$ cat src/rtl/seed_lfsr_stream_bank.sv
// seed_lfsr_stream_bank
//   Deterministic latent-seed source. A programmable-tap Fibonacci LFSR
//   produces Q8.8 samples (optionally arithmetic-shifted down). A run is
//   started from the stored seed register. It either fills a flat bank
//   register (LANES samples per clock) or emits the same sample sequence
//   over a valid/ready stream (LANES samples per beat).
//
// Ports
//   clk, rst   clock; asynchronous active-high reset
//   start      begin a run (idle only); mode is sampled with it
//   abort      cancel the current run (no done pulse)
//   mode       0 = bank fill, 1 = stream
//   seed_load  load seed_in into the seed register (idle only; 0 -> default)
//   seed_in    new seed value
//   busy       run in progress
//   done       one-cycle pulse at run completion
//   seed_flat  sample bank, sample n at [n*DATA_WIDTH +: DATA_WIDTH]
//   s_valid    stream beat valid
//   s_ready    stream beat accepted
//   s_data     stream beat, lane k at [k*DATA_WIDTH +: DATA_WIDTH]
//   s_last     final beat of the run
//   s_index    beat number within the run
module seed_lfsr_stream_bank #(
  parameter int                    SEED_COUNT   = 64,
  parameter int                    DATA_WIDTH   = 16,
  parameter int                    LFSR_WIDTH   = 16,
  parameter logic [LFSR_WIDTH-1:0] TAP_MASK     = 16'hB400,
  parameter logic [LFSR_WIDTH-1:0] DEFAULT_SEED = 16'hACE1,
  parameter int                    LANES        = 1,
  parameter int                    SCALE_SHIFT  = 0,
  localparam int                   BEATS        = SEED_COUNT / LANES,
  localparam int                   IDX_W        = $clog2(BEATS) + 1
) (
  input  logic                             clk,
  input  logic                             rst,
  input  logic                             start,
  input  logic                             abort,
  input  logic                             mode,
  input  logic                             seed_load,
  input  logic [LFSR_WIDTH-1:0]            seed_in,
  output logic                             busy,
  output logic                             done,
  output logic [DATA_WIDTH*SEED_COUNT-1:0] seed_flat,
  output logic                             s_valid,
  input  logic                             s_ready,
  output logic [DATA_WIDTH*LANES-1:0]      s_data,
  output logic                             s_last,
  output logic [IDX_W-1:0]                 s_index
);

  typedef enum logic [1:0] {
    IDLE   = 2'd0,
    BANK   = 2'd1,
    STREAM = 2'd2
  } state_t;

  state_t                           state_q, state_d;
  logic [LFSR_WIDTH-1:0]            seed_q, seed_d;
  logic [LFSR_WIDTH-1:0]            lfsr_q, lfsr_d;
  logic [IDX_W-1:0]                 beat_q, beat_d;
  logic                             busy_q, busy_d;
  logic                             done_q, done_d;
  logic                             s_valid_q, s_valid_d;
  logic [DATA_WIDTH*SEED_COUNT-1:0] flat_q, flat_d;

  // chain[k] is the LFSR state k steps after the current beat state.
  logic [LFSR_WIDTH-1:0]            chain [LANES+1];
  logic [DATA_WIDTH*LANES-1:0]      lane_data;
  logic                             last_beat;

  function automatic logic [LFSR_WIDTH-1:0] lfsr_step(input logic [LFSR_WIDTH-1:0] s);
    return {s[LFSR_WIDTH-2:0], ^(s & TAP_MASK)};
  endfunction

  assign chain[0] = lfsr_q;

  // Unrolled step chain: one beat covers LANES consecutive LFSR states, so
  // the sample order is the same for any lane count.
  generate
    for (genvar gi = 0; gi < LANES; gi++) begin : g_lane
      assign chain[gi+1] = lfsr_step(chain[gi]);
      assign lane_data[gi*DATA_WIDTH +: DATA_WIDTH] =
        $signed(chain[gi][DATA_WIDTH-1:0]) >>> SCALE_SHIFT;
    end
  endgenerate

  assign last_beat = (beat_q == IDX_W'(BEATS - 1));

  always_comb begin
    state_d   = state_q;
    seed_d    = seed_q;
    lfsr_d    = lfsr_q;
    beat_d    = beat_q;
    busy_d    = busy_q;
    done_d    = 1'b0;
    s_valid_d = s_valid_q;
    flat_d    = flat_q;

    case (state_q)
      IDLE: begin
        if (seed_load) begin
          seed_d = (seed_in == '0) ? DEFAULT_SEED : seed_in;
        end
        // The run takes seed_q, so a same-cycle seed_load only affects later runs.
        if (start && !abort) begin
          lfsr_d = seed_q;
          beat_d = '0;
          busy_d = 1'b1;
          if (mode) begin
            state_d   = STREAM;
            s_valid_d = 1'b1;
          end else begin
            state_d = BANK;
          end
        end
      end

      BANK: begin
        if (abort) begin
          // Nothing is written on the abort edge; earlier words stay as they are.
          state_d = IDLE;
          busy_d  = 1'b0;
        end else begin
          for (int n = 0; n < SEED_COUNT; n++) begin
            if (beat_q == IDX_W'(n / LANES)) begin
              flat_d[n*DATA_WIDTH +: DATA_WIDTH] =
                lane_data[(n % LANES)*DATA_WIDTH +: DATA_WIDTH];
            end
          end
          lfsr_d = chain[LANES];
          beat_d = beat_q + IDX_W'(1);
          if (last_beat) begin
            state_d = IDLE;
            busy_d  = 1'b0;
            done_d  = 1'b1;
          end
        end
      end

      STREAM: begin
        if (abort) begin
          state_d   = IDLE;
          busy_d    = 1'b0;
          s_valid_d = 1'b0;
        end else if (s_ready) begin
          if (last_beat) begin
            state_d   = IDLE;
            busy_d    = 1'b0;
            s_valid_d = 1'b0;
            done_d    = 1'b1;
          end else begin
            lfsr_d = chain[LANES];
            beat_d = beat_q + IDX_W'(1);
          end
        end
      end

      default: begin
        state_d   = IDLE;
        busy_d    = 1'b0;
        s_valid_d = 1'b0;
      end
    endcase
  end

  always_ff @(posedge clk or posedge rst) begin
    if (rst) begin
      state_q   <= IDLE;
      seed_q    <= DEFAULT_SEED;
      lfsr_q    <= DEFAULT_SEED;
      beat_q    <= '0;
      busy_q    <= 1'b0;
      done_q    <= 1'b0;
      s_valid_q <= 1'b0;
      flat_q    <= '0;
    end else begin
      state_q   <= state_d;
      seed_q    <= seed_d;
      lfsr_q    <= lfsr_d;
      beat_q    <= beat_d;
      busy_q    <= busy_d;
      done_q    <= done_d;
      s_valid_q <= s_valid_d;
      flat_q    <= flat_d;
    end
  end

  // Stream outputs are derived from the registered beat state and forced to
  // zero whenever no beat is being offered.
  assign busy      = busy_q;
  assign done      = done_q;
  assign seed_flat = flat_q;
  assign s_valid   = s_valid_q;
  assign s_data    = s_valid_q ? lane_data : '0;
  assign s_last    = s_valid_q & last_beat;
  assign s_index   = s_valid_q ? beat_q : '0;

endmodule
$ cat config.mk
export PLATFORM = sky130hd
export DESIGN_NAME = seed_lfsr_stream_bank
export DESIGN_NICKNAME = d
export VERILOG_FILES = /design/src/rtl/seed_lfsr_stream_bank.sv
export SDC_FILE = /design/constraint.sdc
export NUM_CORES = 2
export LEC_CHECK = 0
export ABC_AREA = 1
export CORE_AREA = 8 8 412 414
export CTS_BUF_LIST = sky130_fd_sc_hd__clkbuf_8
export DETAILED_ROUTE_END_ITERATION = 6
export DIE_AREA = 0 0 420 422
export GPL_ROUTABILITY_DRIVEN = 0
export PLACE_DENSITY_LB_ADDON = 0.25
export SETUP_SLACK_MARGIN = 0.2
export SKIP_LAST_GASP = 1
export SLEW_MARGIN = 25
export SYNTH_ARGS = -nofsm -noshare
export SYNTH_HDL_FRONTEND = slang
export SYNTH_SLANG_ARGS = --single-unit
$ cat constraint.sdc
create_clock -name clk -period 41 [get_ports clk]
set_input_delay 6.15 -clock clk [delete_from_list [all_inputs] [get_ports clk]]
set_output_delay 6.15 -clock clk [all_outputs]
set_load 0.01 [all_outputs]
Word level (Yosys, flattened, before mapping)
Index checks and enable logic that the tools add are counted.

Add/sub/neg operators: 1. Equality and inequality tests: 73. Multiplexer cells: 39. Bitwise logic cells: 3. Reductions and logical operators: 75.

Operator list (count): 7-bit by 6-bit == test with 1-bit output (second input constant) (32); 3-bit AND reduction (64); 7-bit by 5-bit == test with 1-bit output (second input constant) (16); 16-bit 2-to-1 mux (7); 7-bit by 4-bit == test with 1-bit output (second input constant) (8); 16-bit one-hot mux with 3 select lines (1); 7-bit 2-to-1 mux (6); 7-bit by 3-bit == test with 1-bit output (second input constant) (4); 7-bit one-hot mux with 3 select lines (1); 16-bit logical NOT (1); 16-bit parity (1); 7-bit by 2-bit == test with 1-bit output (second input constant) (2); 1-bit 2-to-1 mux (14); 2-bit 2-to-1 mux (6); 2-bit != test (second input constant) (6); 7-bit by 1-bit adder with 7-bit output (second input constant) (1); 7-bit by 1-bit == test with 1-bit output (second input constant) (1); 7-bit logical NOT (1); 3-bit != test (second input constant) (2); 1-bit one-hot mux with 3 select lines (2); 2-bit one-hot mux with 3 select lines (1); 6-bit AND reduction (1); 5-bit AND reduction (1); 2-bit AND reduction (2); other kinds (9) (10).

Bits in registers: 1068. Bits of input ports: 23. Output and inout port bits: 1051. Logic and storage cells: 262.

Logic depth before layout (Yosys ltp)
Word-level depth: 5. Mapped depth: 11. Depth with buffers taken out: 9.

Worst setup path after synthesis
OpenSTA, ideal clock, no wires.

Path type: register to output. From: register beat_q[0]. To: output port s_last. Arrival: 1250 ps. Data required time: 34850 ps. Path slack: 33600 ps. Stages on the path, launching flop included: 7. Buffers on the path: 1. Path through: dfrtp_1 ha_1 buf_2 nand3_1 nor2_1 nand2_1 nor2_1.

Cells in the longest elaborated chain, start to end: 2.

Ends and longest elaborated chain: from (decl) (line 60) `logic [IDX_W-1:0] beat_q, beat_d;`; from (signal assigned) (line 180) `beat_q <= beat_d;`; 7-bit by 6-bit == test with 1-bit output (line 87) `assign last_beat = (beat_q == IDX_W'(BEATS - 1));`; 1-bit AND (line 195) `assign s_last = s_valid_q & last_beat;`; to (decl) (line 47) `output logic s_last,`.

Every way passes these cells.

==> reports/metrics.csv <==
stage,metric,value,unit
synth,register area share after synthesis,67.0,%
sta,RSZ-0062 raised after global routing,false,
run,max-cap violations,0,
place,pre-CTS setup slack,27.59,ns
synth,Syn. warnings,0,
critical_path,worst r2r src,beat_q[0],
synth,Synth top cells by count,"dfrtp_1 (1052), nand2_1 (1025), o21ai_0 (405)",
drt,final wirelength,177000,µm
critical_path,CP peak stage delay,0.83,ns
global_route,All-Layer GR Usage,19.2,%
synth,top_reg_cell synth,dfrtp_1,
clocking,clock latency at the later pin of the worst-skew pair,0.92,ns
critical_path,kind of critical path,in -> async,
clocking,Resized cells post-CTS,0,
critical_path,"Top cell by count, worst path",buf_4,
synth,Synth area leader,dfrtp_1,
drt,Remaining DRCs,0,
global_route,routing usage on met1,21.8,%
drt,initial drt markers,2241,
place,IO Port Bufs,1073,
floorplan,die width,420,µm
finish,# fillers,16900,
clocking,hold_buf cts,0,
critical_path,CP max FO,117,
global_route,vias in the first global route,30600,
synth,"Async S/R FF share, synth",100,%
critical_path,element type at the critical path end,async pin,
hold_path,origin of the worst min-delay path,seed_flat[472],
power_and_ir_drop,pwr dens,48.8,mW/mm²
floorplan,total core area,0.163,mm²
finish,share of cells above drive strength 1,8.77,%
clocking,maximum buffer depth of the clock tree,3,
synth,Post-synth EDFFs,0,
critical_path,"Data arrival, critical path",12.69,ns
clocking,TritonCTS buffer count,191,
outcome,status,"finished, final reports clean",
clocking,Root Buffer,clkbuf_8,
global_route,grt met2 use,33.8,%
clocking,"Reg clk slew, reported paths",0.06,ns
drt,Post-DRT Antenna Nets,0,
synth,Syn Nets,3937,
floorplan,row cnt,149,
finish,P&R area growth vs syn,40.8,%
synth,synth top area cells,"dfrtp_1 (66%), nand2_1 (9.6%), o21ai_0 (5.1%)",
power_and_ir_drop,maximum vdd drop,0.0298,mV
global_route,global-route wire length before repair,244000,µm
sta,clk_skew,0.0400,ns
finish,area of the multi-input gates,0.0111,mm²
sta,final setup vio count,0,
synth,Synth Cell Area,0.0399,mm²
hold_path,worst min path class,reg -> reg,
sta,Rel. slew slack,27.6,%
clocking,Sink Count,1068,
drt,1st-pass router iterations,5,
synth,Syn Area/Cell,10.2,µm²
critical_path,Critical-path top delay cell,buf_4,
floorplan,# IOs,1074,
drt,drt wl/cell,24.5,µm
synth,post-synthesis cell count,3906,
critical_path,crit path from,rst,
finish,final-stage net count,4931,
floorplan,die height,422,µm
synth,most numerous cell in the Yosys netlist,dfrtp_1,
global_route,GRT met3 Usage,5.18,%
synth,Synth cell types,28,
place,HPWL Detailed,121000,µm
sta,crit path time final,11.80,ns
sta,Final Max Tran Viols,0,
sta,worst slew pin tran,1.09,ns
sta,PnR worst setup slack,29.20,ns
sta,Final Hold Fails,0,
critical_path,Startpoint Class,primary input,
global_route,initial antenna violation count,14,
critical_path,Required @ worst endpoint,41.89,ns
global_route,grt total ovfl,0,
clocking,CTS tree,yes,
sta,Final period util,28.8,%
floorplan,Total Die Area,0.177,mm²
finish,sequential standard cell area,0.0267,mm²
clocking,H-tree depth,4,
power_and_ir_drop,leakage,25.2,nW
synth,Yosys reg bits,1068,
drt,routed vias,31500,
global_route,largest net degree at the start of global routing,152,
floorplan,Initial Util,24.4,%
sta,Max Clk Rate,0.0847,GHz
drt,DR vias/cell,4.35,
clocking,Setup Buffers After CTS,0,
sta,setup_tns,0,ns
synth,top cell type's share of synthesized area,65.9,%
critical_path,worst path cell trace,"clkdlybuf4s50_1, inv_8, buf_6, buf_4, buf_4, buf_4, buf_4, buf_4, buf_4",
global_route,GRT Max-Usage Layer,met2,
per-stage QoR:
| step | area, µm² | cells | hold WS [ns] | total power, mW | utilization (%) |
|---|---|---|---|---|---|
| after floorplan | 39900 | 3906 | 0.449 | 1.39 | - |
| after global placement | 52100 | 6896 | 0.464 | 1.75 | 31.9 |
| after detailed placement | 52200 | 6896 | 0.469 | 1.75 | 31.9 |
| after CTS | 56200 | 7240 | 0.481 | 2.80 | 34.4 |
| after global routing | 56200 | 7245 | 0.495 | 2.87 | 34.4 |
| final | 56200 | 7251 | 0.477 | 2.75 | 34.4 |
metal layers:
metal / up-vias / wire length [µm]
li1: 14700 / -
met5: - / 27
met4: 4 / 8200
met3: 320 / 11600
met2: 1006 / 90600
met1: 15500 / 66900
path summary, 6_finish.rpt:
| kind | cells past startpoint | slack, ns | to |
|---|---|---|---|
| max | 9 | 29.20 | seed_flat[182] |
| max reg2reg | 9 | 37.76 | lane_data[0] |
| max in group clk | 6 | 31.68 | s_last |
| min reg2reg | 2 | 0.48 | seed_flat[472] |
| min in group asynchronous | 2 | 5.81 | seed_flat[811] |
| min | 2 | 0.48 | seed_flat[472] |
report_power, final:
group / internal, mW / leakage (nW) / switching [mW]
sequential: 1.11 / 14.6 / 0.0462
clock: 0.562 / 2.32 / 0.473
combinational: 0.114 / 8.28 / 0.444
state kept, by name (all words and copies together), names as in the netlist:
signal	cells
done	1
busy	1
seed_q	16
s_valid	1
lane_data	16
beat_q	7
seed_flat	1024
state_q	2
cell type report:
type / instances / share of cell area [%]
Inverter: 116 / 0.848
Antenna cell: 11 / 0.0489
Tap cell: 2189 / 4.87
Timing Repair Buffer: 1117 / 19.7
Clock inverter: 105 / 1.27
Sequential cell: 1068 / 47.6
Clock buffer: 239 / 5.85
Multi-Input combinational cell: 2406 / 19.8
worst max-delay path, delay by kind of cell:
kind,cells,cell delay (ns)
buffers and inverters,9,6.19
layout by cell type, fill, tap and decap left out, types with 2 or more instances in the layout:
cell type / netlist / routed
bufinv_16: 0 / 5
o21a_1: 48 / 48
o21ai_2: 22 / 22
clkinv_8: 0 / 4
nor2_2: 3 / 8
clkbuf_8: 0 / 239
nand2_4: 30 / 30
nand3b_1: 3 / 3
o21ai_1: 396 / 396
inv_4: 0 / 11
inv_1: 102 / 169
nor2_4: 11 / 11
buf_6: 42 / 5
diode_2: 0 / 11
dfstp_2: 16 / 16
o21ai_0: 405 / 405
ha_1: 8 / 8
inv_12: 0 / 7
nand2_1: 1025 / 1012
dfrtp_1: 1052 / 1052
nand3_1: 40 / 39
clkinvlp_4: 0 / 2
nor3_4: 3 / 5
nand2_2: 2 / 15
buf_4: 22 / 38
a21oi_1: 188 / 188
clkdlybuf4s50_1: 0 / 1073
inv_8: 0 / 2
clkinv_2: 0 / 17
nor2_1: 218 / 213
cells by family (layout without fill, tap and decap cells):
logic type	Yosys count	in the layout	synth area share (%)
buf+inv	432	1577	5.31
other cells	0	11	0
compound gates	1059	1059	13.8
fa+ha+maj	8	8	0.251
simple gates	1339	1339	13.7
flops	1068	1068	67.0
Power figures use the tool's default switching activity.
